===== src/rtl/digit_serial_addsub_pkg.sv =====
// Shared types and constants for the digit-serial add/subtract unit.
package addsub_pkg;

    localparam int unsigned DIGIT_W = 4;

    typedef enum logic [1:0] {
        IDLE = 2'd0,
        RUN  = 2'd1,
        DONE = 2'd2
    } state_t;

    // Digit counter width for n digits (at least one bit).
    function automatic int unsigned cnt_w(input int unsigned n);
        return (n <= 2) ? 1 : $clog2(n);
    endfunction

endpackage


===== src/rtl/digit_serial_addsub_if.sv =====
// Handshake/operand bus of the digit-serial add/subtract unit.
// DSAS_OVF_EN adds the signed-overflow signal ovf.
interface digit_serial_addsub_if #(
    parameter int unsigned WIDTH = 16
);
    logic             in_valid;
    logic             in_ready;
    logic [WIDTH-1:0] op_a;
    logic [WIDTH-1:0] op_b;
    logic             sub;
    logic             cin;
    logic             out_valid;
    logic             out_ready;
    logic [WIDTH-1:0] sum;
    logic             cout;
    logic             busy;
`ifdef DSAS_OVF_EN
    logic             ovf;
`endif

    modport master (
        output in_valid, op_a, op_b, sub, cin, out_ready,
        input  in_ready, out_valid, sum, cout, busy
`ifdef DSAS_OVF_EN
        , input ovf
`endif
    );

    modport slave (
        input  in_valid, op_a, op_b, sub, cin, out_ready,
        output in_ready, out_valid, sum, cout, busy
`ifdef DSAS_OVF_EN
        , output ovf
`endif
    );

endinterface


===== src/rtl/digit_serial_addsub_cla4_digit.sv =====
// One 4-bit carry-lookahead digit; all internal carries in flat lookahead form.
module cla4_digit (
    input  logic [3:0] a,
    input  logic [3:0] b,
    input  logic       ci,
    output logic [3:0] s,
    output logic       co,
    output logic       c3,
    output logic       g,
    output logic       p
);
    logic [3:0] gb;
    logic [3:0] pb;
    logic       c1;
    logic       c2;

    assign gb = a & b;
    assign pb = a ^ b;

    assign c1 = gb[0] | (pb[0] & ci);
    assign c2 = gb[1] | (pb[1] & gb[0]) | (pb[1] & pb[0] & ci);
    assign c3 = gb[2] | (pb[2] & gb[1]) | (pb[2] & pb[1] & gb[0])
              | (pb[2] & pb[1] & pb[0] & ci);

    assign g  = gb[3] | (pb[3] & gb[2]) | (pb[3] & pb[2] & gb[1])
              | (pb[3] & pb[2] & pb[1] & gb[0]);
    assign p  = &pb;
    assign co = g | (p & ci);

    assign s  = pb ^ {c3, c2, c1, ci};

endmodule


===== src/rtl/digit_serial_addsub.sv =====
// Multi-cycle add/subtract: one 4-bit lookahead digit per cycle, LSB digit first.
// DSAS_OVF_EN enables the registered signed-overflow output.
module digit_serial_addsub
    import addsub_pkg::*;
#(
    parameter int unsigned WIDTH = 16
) (
    input  logic                 clk,
    input  logic                 rst,
    digit_serial_addsub_if.slave bus
);
    localparam int unsigned N     = WIDTH / DIGIT_W;
    localparam int unsigned CNT_W = cnt_w(N);

    state_t             state_q;
    logic [CNT_W-1:0]   cnt_q;
    logic [WIDTH-1:0]   a_q;
    logic [WIDTH-1:0]   b_q;
    logic [WIDTH-1:0]   res_q;
    logic               c_q;
    logic               in_ready_q;
    logic               out_valid_q;
    logic               busy_q;

    logic [DIGIT_W-1:0] sum_d;
    logic               c_d;
    logic               c3_d;
    logic               unused_g;
    logic               unused_p;
    logic               last_digit;

    cla4_digit u_digit (
        .a  (a_q[DIGIT_W-1:0]),
        .b  (b_q[DIGIT_W-1:0]),
        .ci (c_q),
        .s  (sum_d),
        .co (c_d),
        .c3 (c3_d),
        .g  (unused_g),
        .p  (unused_p)
    );

    assign last_digit = (cnt_q == CNT_W'(N - 1));

`ifdef DSAS_OVF_EN
    logic ovf_q;

    // Overflow is the carry into the sign bit disagreeing with the carry out of it.
    always_ff @(posedge clk or posedge rst) begin
        if (rst) begin
            ovf_q <= 1'b0;
        end else if (state_q == RUN && last_digit) begin
            ovf_q <= c3_d ^ c_d;
        end else if (state_q == DONE && bus.out_ready) begin
            ovf_q <= 1'b0;
        end
    end

    assign bus.ovf = ovf_q;
`else
    logic unused_c3;
    assign unused_c3 = c3_d;
`endif

    always_ff @(posedge clk or posedge rst) begin
        if (rst) begin
            state_q     <= IDLE;
            cnt_q       <= '0;
            a_q         <= '0;
            b_q         <= '0;
            res_q       <= '0;
            c_q         <= 1'b0;
            in_ready_q  <= 1'b0;
            out_valid_q <= 1'b0;
            busy_q      <= 1'b0;
        end else begin
            case (state_q)
                IDLE: begin
                    if (bus.in_valid && in_ready_q) begin
                        // Subtraction is A + ~B + 1 through the same adder.
                        a_q        <= bus.op_a;
                        b_q        <= bus.sub ? ~bus.op_b : bus.op_b;
                        c_q        <= bus.sub ? 1'b1 : bus.cin;
                        cnt_q      <= '0;
                        in_ready_q <= 1'b0;
                        busy_q     <= 1'b1;
                        state_q    <= RUN;
                    end else begin
                        in_ready_q <= 1'b1;
                    end
                end
                RUN: begin
                    // Operands drain LSB first; result fills from the MSB side.
                    a_q   <= a_q >> DIGIT_W;
                    b_q   <= b_q >> DIGIT_W;
                    res_q <= {sum_d, res_q[WIDTH-1:DIGIT_W]};
                    c_q   <= c_d;
                    cnt_q <= cnt_q + CNT_W'(1);
                    if (last_digit) begin
                        busy_q      <= 1'b0;
                        out_valid_q <= 1'b1;
                        state_q     <= DONE;
                    end
                end
                DONE: begin
                    if (bus.out_ready) begin
                        out_valid_q <= 1'b0;
                        in_ready_q  <= 1'b1;
                        state_q     <= IDLE;
                    end
                end
                default: begin
                    state_q <= IDLE;
                end
            endcase
        end
    end

    assign bus.in_ready  = in_ready_q;
    assign bus.out_valid = out_valid_q;
    assign bus.sum       = res_q;
    assign bus.cout      = c_q;
    assign bus.busy      = busy_q;

endmodule


===== src/flat_wrapper.sv =====
// flat-port wrapper written by rule: the top's interface ports become plain ports
module digit_serial_addsub_flat import addsub_pkg::*;
#(
    parameter int unsigned WIDTH = 16
)
  (clk, rst, bus_in_valid, bus_op_a, bus_op_b, bus_sub, bus_cin, bus_out_ready, bus_in_ready, bus_out_valid, bus_sum, bus_cout, bus_busy);
  digit_serial_addsub_if #(.WIDTH(WIDTH)) bus_i ();
  input  logic clk;
  input  logic rst;
  input wire logic [$bits(bus_i.in_valid)-1:0] bus_in_valid;
  input wire logic [$bits(bus_i.op_a)-1:0] bus_op_a;
  input wire logic [$bits(bus_i.op_b)-1:0] bus_op_b;
  input wire logic [$bits(bus_i.sub)-1:0] bus_sub;
  input wire logic [$bits(bus_i.cin)-1:0] bus_cin;
  input wire logic [$bits(bus_i.out_ready)-1:0] bus_out_ready;
  output wire logic [$bits(bus_i.in_ready)-1:0] bus_in_ready;
  output wire logic [$bits(bus_i.out_valid)-1:0] bus_out_valid;
  output wire logic [$bits(bus_i.sum)-1:0] bus_sum;
  output wire logic [$bits(bus_i.cout)-1:0] bus_cout;
  output wire logic [$bits(bus_i.busy)-1:0] bus_busy;
  assign bus_i.in_valid = bus_in_valid;
  assign bus_i.op_a = bus_op_a;
  assign bus_i.op_b = bus_op_b;
  assign bus_i.sub = bus_sub;
  assign bus_i.cin = bus_cin;
  assign bus_i.out_ready = bus_out_ready;
  assign bus_in_ready = bus_i.in_ready;
  assign bus_out_valid = bus_i.out_valid;
  assign bus_sum = bus_i.sum;
  assign bus_cout = bus_i.cout;
  assign bus_busy = bus_i.busy;
  digit_serial_addsub #(.WIDTH(WIDTH)) u_core (.clk(clk), .rst(rst), .bus(bus_i));
endmodule

===== config.mk =====
export PLATFORM = sky130hd
export DESIGN_NAME = digit_serial_addsub_flat
export DESIGN_NICKNAME = d
export VERILOG_FILES = /design/src/rtl/digit_serial_addsub_pkg.sv /design/src/rtl/digit_serial_addsub_if.sv /design/src/rtl/digit_serial_addsub_cla4_digit.sv /design/src/rtl/digit_serial_addsub.sv /design/src/flat_wrapper.sv
export SDC_FILE = /design/constraint.sdc
export NUM_CORES = 1
export LEC_CHECK = 0
export CAP_MARGIN = 20
export CORE_MARGIN = 2
export CORE_UTILIZATION = 50
export CTS_CLUSTER_DIAMETER = 40
export DETAILED_ROUTE_END_ITERATION = 10
export GPL_ROUTABILITY_DRIVEN = 0
export GPL_TIMING_DRIVEN = 0
export PLACE_DENSITY = 0.86
export SYNTH_ARGS = -nofsm -noshare
export SYNTH_HDL_FRONTEND = slang
export SYNTH_SLANG_ARGS = --single-unit

===== constraint.sdc =====
create_clock -name clk -period 1.7 [get_ports clk]
set_input_delay 0.17 -clock clk [delete_from_list [all_inputs] [get_ports clk]]
set_output_delay 0.17 -clock clk [all_outputs]
set_load 0.005 [all_outputs]

==> summary.txt, run 1 <==
Status
  • Status: finished clean

STA
  • Tcrit/Tclk final: between 90 and 100%
  • RSZ-0062 raised after global routing: no
  • Worst rel slew slack: about 70%
  • Worst-margin pin slew: approximately 0.44 ns
  • Skew final: 0.00839 ns
  • Maximum clock frequency: 0.651 GHz
  • # setup viols final: 0
  • Slew Limit Fails: 0
  • Min cycle time layout: 1.54 ns
  • Final Hold Vio Count: 0

Layout
  • ANT cells: 0
  • Final instance area: 3530 um2
  • Layout cells sized above 1: 10.7%
  • Most frequent cells in the layout: clkdlybuf4s50_1 (56), dfrtp_1 (56), nand2_1 (42)
  • Nets: between 300 and 400
  • Area delta synth->final: 27.5%
  • Final core occ: 64.8%

CTS
  • Post-CTS Setup Inserts: 0
  • Worst-Skew Late Latency: approximately 0.31 ns
  • CTS Buffer Depth: 2
  • CTS sink count: 56
  • Number of CTS-inserted buffers: 5
  • PostCTS Resize Cnt: 0
  • Post-CTS Hold Fix Bufs: 0
  • H-tree depth: 2
  • TritonCTS clock tree: built
  • Clock Pin Slew Worst Setup and Hold Paths: 0.09 ns
  • Root Driver: clkbuf_8

Power
  • Net Sw Power: ~2500 uW
  • Net Sw Frac: 39.3%
  • Share of power burned in registers: 36.4%
  • Peak VDD IR: 0.960 mV
  • Pwr dens: about 1800 nW/um2
  • Static leakage: 0.00160 uW
  • Clk network pwr share: 11.7%
  • Tot Pwr: 6370 uW
  • Int Power: 3860 uW
  • Combinational fraction of design power: 51.9%

Synth
  • Register area share after synthesis: 50.7%
  • Largest area contributor in the netlist: dfrtp_1
  • Top-area cell type share of the netlist area: approximately half
  • Top area cells in the synthesized netlist: dfrtp_1 (51%), o21ai_0 (6.3%), nand2_1 (5.7%)
  • Unique masters post-synth: 36
  • Yosys warns: 0
  • Net count after synthesis: approximately 320
  • Synth Instances: 272
  • Netlist Area Pre-Place: 2770 um2
  • Avg Cell Area, Syn: 10.2 um2
  • Yosys reg bits: 56

Drt
  • Drt total wl: 5860 um
  • Vias: about 2200
  • Number of DRC markers in iteration 0: between 150 and 200
  • Drt drc: 0
  • Total iterations of the first detailed-routing run: 4
  • Wire per inst: 14.3 um
  • Final ANT Viol Nets: 0
  • DR vias/cell: between 5 and 6

Worst setup path
  • Cell Chain, Critical Path: a21oi_2 -> or2_1 -> buf_6 -> buf_2 -> o21ai_0
  • Crit Path Category: flop to flop
  • Endpoint class of the critical path: flop
  • CP Launch Point: u_core.bus.in_ready
  • Crit-path leading delay family: compound AO/OA/AOI/OAI gates
  • Setup crit start kind: flop
  • Critical-path maximum fanout: 10
  • R2r startpoint: u_core.bus.in_ready
  • Crit path required time: 1.89 ns
  • Critical Path AT: 1.72 ns
  • WP buf/inv: 2
  • CP max stage delay: 0.44 ns
  • Slowest stage cell, crit path: dfrtp_1

Floorplanning
  • I/O pin cnt: a little under 60
  • Core area: 5440 um2
  • Die ar.: 6140 um2
  • Starting Density: 50.8%
  • Die X: 78.4 um
  • Core Rows: 27
  • Chip Height: 78.4 um

Place
  • Number of port buffers: 56
  • Detailed placement HPWL: ~4400 um
  • Placed cell areas: between 3000 and 4000 um2

Global routing
  • First-pass GRT wire length: about 10000 um
  • Largest net degree at the start of global routing: 38
  • Vias in the first global route: roughly 2200
  • GRT Overall Usage: 20.6%
  • Antenna violations before repair: 0
  • Global route overflow: 0

Hold path
  • Min-Delay Path Class: input pin to asynchronous set/reset pin

Flow run
  • Max cap viols: 0
-- cell usage after synthesis (all sizes together) --
library cell and count:
dfrtp 56, and2 1, nand2b 1, a21o 1, mux2i 12, buf 18
a221oi 1, o22ai 1, a31o 1, xnor2 3, o21a 2, nand3 2
o31ai 3, or2 1, nand2 42, fa 1, nor2 20, a22o 6
o2bb2ai 11, clkbuf 4, ha 5, a21oi 17, o21ai 38, nor4bb 1
a211oi 1, nor4b 1, inv 6, xor2 14, nor2b 1, a2bb2oi 1
-- worst reg2reg max path, delay by kind of cell, from the launching register on --
family | cells | cell delay, ns
compound gates | 2 | 0.48
flops | 1 | 0.44
buf+inv | 2 | 0.34
simple gates | 1 | 0.17
-- flip-flops by register name, indices dropped and copies added, names as in the netlist --
| register | flops |
|---|---|
| u_core.cnt_q | 2 |
| u_core.b_q | 16 |
| u_core.bus.sum | 16 |
| u_core.bus.cout | 1 |
| u_core.bus.busy | 1 |
| u_core.bus.in_ready | 1 |
| u_core.state_q | 2 |
| u_core.a_q | 16 |
| u_core.bus.out_valid | 1 |
-- cell families after synthesis --
kind of cell,Yosys count,share of synthesized area (%)
fa+ha+maj,6,2.99
simple gates,70,10.4
flops,56,50.7
compound gates,83,20.0
xor+xnor,17,5.38
mux,12,4.34
buf+inv,28,6.24
-- metal layers --
layer	track usage, %	share of wire (%)	up-vias
li1	-	-	1063
met1	27.1	45	1037
met2	34.5	48	70
met3	3.79	4.9	13
met4	6.84	1.9	0
met5	0	0	-
-- power by group through the flow --
| stage | Clock, uW | Sequential, uW | Combinational, uW |
|---|---|---|---|
| global placement | 0 | 2310 | 3180 |
| CTS | 750 | 2310 | 3320 |
| detailed placement | 0 | 2340 | 3300 |
| floorplan | 0 | 2260 | 2260 |
| finish | 745 | 2320 | 3300 |
| global route | 808 | 2390 | 3670 |
-- worst paths after layout --
check                               endpoint  slack [ns]  depth (start not counted)
hold / removal             u_core.bus.sum[3]        0.18                          2
setup reg to reg               u_core.a_q[8]        0.16                          5
max in group asynchronous     u_core.a_q[13]        0.99                          3
hold reg to reg            u_core.bus.sum[3]        0.48                          2
min in group clk              u_core.b_q[10]        0.33                          4
setup / recovery               u_core.a_q[8]        0.16                          5
-- cell type report --
type                    count  area, um2
clock buffers               8       90.1
flip-flops and latches     56       1400
fillers                   443       1910
inverters                   6       22.5
well taps                  72       90.1
repair buffers             57        581
plain buffers              22        150
multi-input cells         188       1190
-- through the flow --
stage          setup TNS (ns)  setup slack, ns  std cells  hold WS (ns)
2_1_floorplan               0            0.159        272         0.303
3_3_place_gp           -46.57           -0.831        400         0.458
3_5_place_dp           -0.389          -0.0648        401         0.461
4_1_cts                     0            0.152        409         0.195
5_1_grt                     0           0.0166        409         0.227
6_report                    0            0.164        409         0.180
Power figures use the tool's default switching activity.
==> inputs of run 2 (changes only) <==
CORE_UTILIZATION = 51   (was 50)
PLACE_DENSITY = 0.88   (was 0.86)
==> summary.txt, run 2 (synthesis results as in run 1) <==
STA
  • Worst rel slew slack: 62.3% (was 70.9%)
  • Tcrit/Tclk final: 96.6% (was 90.4%)
  • Skew final: 0.00868 ns (was 0.00839 ns)
  • Final Hold Vio Count: 0 (unchanged)
  • Maximum clock frequency: 0.609 GHz (was 0.651 GHz)
  • Slew Limit Fails: 0 (unchanged)
  • Slack of the critical path: 0.0585 ns (was 0.164 ns)
  • Min cycle time layout: 1.64 ns (was 1.54 ns)
  • RSZ-0062 raised after global routing: no (unchanged)
  • Worst-margin pin slew: 0.565 ns (was 0.436 ns)
  • # setup viols final: 0 (unchanged)

Drt
  • DR vias/cell: 5.47 (was 5.34)
  • Wire per inst: 15.5 um (was 14.3 um)
  • Drt drc: 0 (unchanged)
  • Number of DRC markers in iteration 0: 196 (was 189)
  • Vias: 2228 (was 2183)
  • Drt total wl: 6330 um (was 5860 um)
  • Total iterations of the first detailed-routing run: 4 (unchanged)
  • Final ANT Viol Nets: 0 (unchanged)

Power
  • Combinational fraction of design power: 51.3% (was 51.9%)
  • Static leakage: 0.00161 uW (was 0.00160 uW)
  • Int Power: 3970 uW (was 3860 uW)
  • Net Sw Power: 2640 uW (was 2500 uW)
  • Share of power burned in registers: 35.4% (was 36.4%)
  • Peak VDD IR: 0.830 mV (was 0.960 mV)
  • Clk network pwr share: 13.2% (was 11.7%)
  • Pwr dens: 1860 nW/um2 (was 1810 nW/um2)
  • Net Sw Frac: 39.9% (was 39.3%)

Global routing
  • GRT Overall Usage: 22.2% (was 20.6%)
  • Antenna violations before repair: 0 (unchanged)
  • First-pass GRT wire length: 10500 um (was 9960 um)
  • Largest net degree at the start of global routing: 31 (was 38)
  • Vias in the first global route: 2252 (was 2178)
  • Global route overflow: 0 (unchanged)

Worst setup path
  • Critical Path AT: 1.85 ns (was 1.72 ns)
  • CP max stage delay: 0.42 ns (was 0.44 ns)
  • R2r startpoint: u_core.a_q[0] (was u_core.bus.in_ready)
  • FF-to-FF End: u_core.bus.sum[15] (was u_core.a_q[8])
  • R2r setup slk: 0.06 ns (was 0.16 ns)
  • WP buf/inv: 0 (was 2)
  • Crit Path Category: flop to flop (unchanged)
  • Endpoint class of the critical path: flop (unchanged)
  • Cell count of the worst reg-to-reg path: 4 (was 5)
  • Critical path depth: 4 (was 5)
  • Slowest stage cell, crit path: dfrtp_1 (unchanged)
  • Cell Chain, Critical Path: ha_1 -> a211oi_1 -> o21ai_0 -> a31o_2 (was a21oi_2 -> or2_1 -> buf_6 -> buf_2 -> o21ai_0)
  • Setup crit start kind: flop (unchanged)
  • Crit-path leading delay family: compound AO/OA/AOI/OAI gates (unchanged)
  • Crit path required time: 1.91 ns (was 1.89 ns)
  • Critical-path maximum fanout: 3 (was 10)

Layout
  • Non-filler cells, final: 407 (was 409)
  • Fill cells: 385 (was 443)
  • ANT cells: 0 (unchanged)
  • Most frequent cells in the layout: clkdlybuf4s50_1 (56), dfrtp_1 (56), nand2_1 (42) (unchanged)
  • Nets: 380 (unchanged)
  • Final core occ: 68.7% (was 64.8%)
  • Layout cells sized above 1: 11.3% (was 10.7%)
  • Area delta synth->final: 28.5% (was 27.5%)

CTS
  • H-tree depth: 2 (unchanged)
  • Worst-Skew Late Latency: 0.32 ns (was 0.31 ns)
  • Number of CTS-inserted buffers: 5 (unchanged)
  • Root Driver: clkbuf_8 (unchanged)
  • CTS Buffer Depth: 2 (unchanged)
  • TritonCTS clock tree: built (unchanged)
  • CTS sink count: 56 (unchanged)
  • Clock Pin Slew Worst Setup and Hold Paths: 0.10 ns (was 0.09 ns)
  • Post-CTS Hold Fix Bufs: 0 (unchanged)

Floorplanning
  • Core area: 5170 um2 (was 5440 um2)
  • Chip Height: 77.6 um (was 78.4 um)
  • Core Rows: 26 (was 27)
  • I/O pin cnt: 58 (unchanged)
  • Starting Density: 53.5% (was 50.8%)
  • Die X: 77.6 um (was 78.4 um)
  • Die ar.: 6030 um2 (was 6140 um2)

Flow run
  • Max cap viols: 0 (unchanged)

Place
  • Number of port buffers: 56 (unchanged)
  • Detailed placement HPWL: 4550 um (was 4360 um)
  • Placed Instances: 399 (was 401)
  • Pre-CTS WS: -0.0973 ns (was -0.0648 ns)

Hold path
  • Min-Delay Path Class: input pin to asynchronous set/reset pin (unchanged)

Status
  • Status: finished clean (unchanged)
==> run 2: final cells by class <==
class / instances / area, um2 / area share, %
inverters: 6 / 22.5 / 0.634
well taps: 70 / 87.6 / 2.47
clock buffers: 5 / 68.8 / 1.94
plain buffers: 22 / 150 / 4.23
clock inverters: 3 / 42.5 / 1.20
flip-flops and latches: 56 / 1400 / 39.5
multi-input cells: 188 / 1200 / 33.7
repair buffers: 57 / 581 / 16.3
==> run 2: through the flow <==
stage                     hold slack [ns]  setup TNS, ns  instance area, um2  power, uW
after global routing                0.279              0                3550       7060
after detailed placement            0.463         -0.936                3430       5670
final                               0.231              0                3550       6620
after global placement              0.459         -46.75                3410       5480
after CTS                           0.244              0                3540       6580
after floorplan                     0.303              0                2770       4520
==> run 2: repair_timing <==
item,CTS,global route
gates resized for setup,0,1
buffers inserted,0,0
endpoints found under the setup margin,0,2
==> run 2: worst max-delay path by stage <==
| stage | start | endpoint | slack [ns] |
|---|---|---|---|
| floorplan | rst | u_core.a_q[0] | 0.16 |
| global placement | rst | u_core.a_q[14] | -0.83 |
| detailed placement | bus_in_valid | u_core.a_q[9] | -0.1 |
| CTS | u_core.bus.in_ready | u_core.b_q[11] | 0.07 |
| global route | u_core.a_q[0] | u_core.bus.sum[15] | 0.02 |
| finish | u_core.a_q[0] | u_core.bus.sum[15] | 0.06 |
==> run 2: power groups by stage <==
| stage | Combinational (uW) | Sequential, uW | Clock [uW] |
|---|---|---|---|
| 3_5_place_dp | 3320 | 2350 | 0 |
| 2_1_floorplan | 2260 | 2260 | 0 |
| 5_1_grt | 3710 | 2400 | 949 |
| 3_3_place_gp | 3160 | 2310 | 0 |
| 4_1_cts | 3370 | 2330 | 888 |
| 6_report | 3400 | 2350 | 876 |
==> run 2: routing by layer <==
metal  vias up  track usage, %  part of all wire [%]
li1       1058               -                     -
met1      1076            28.2                    43
met4         0            10.4                   2.6
met5         -               0                     0
met2        76            36.6                    50
met3        18            4.53                   5.1
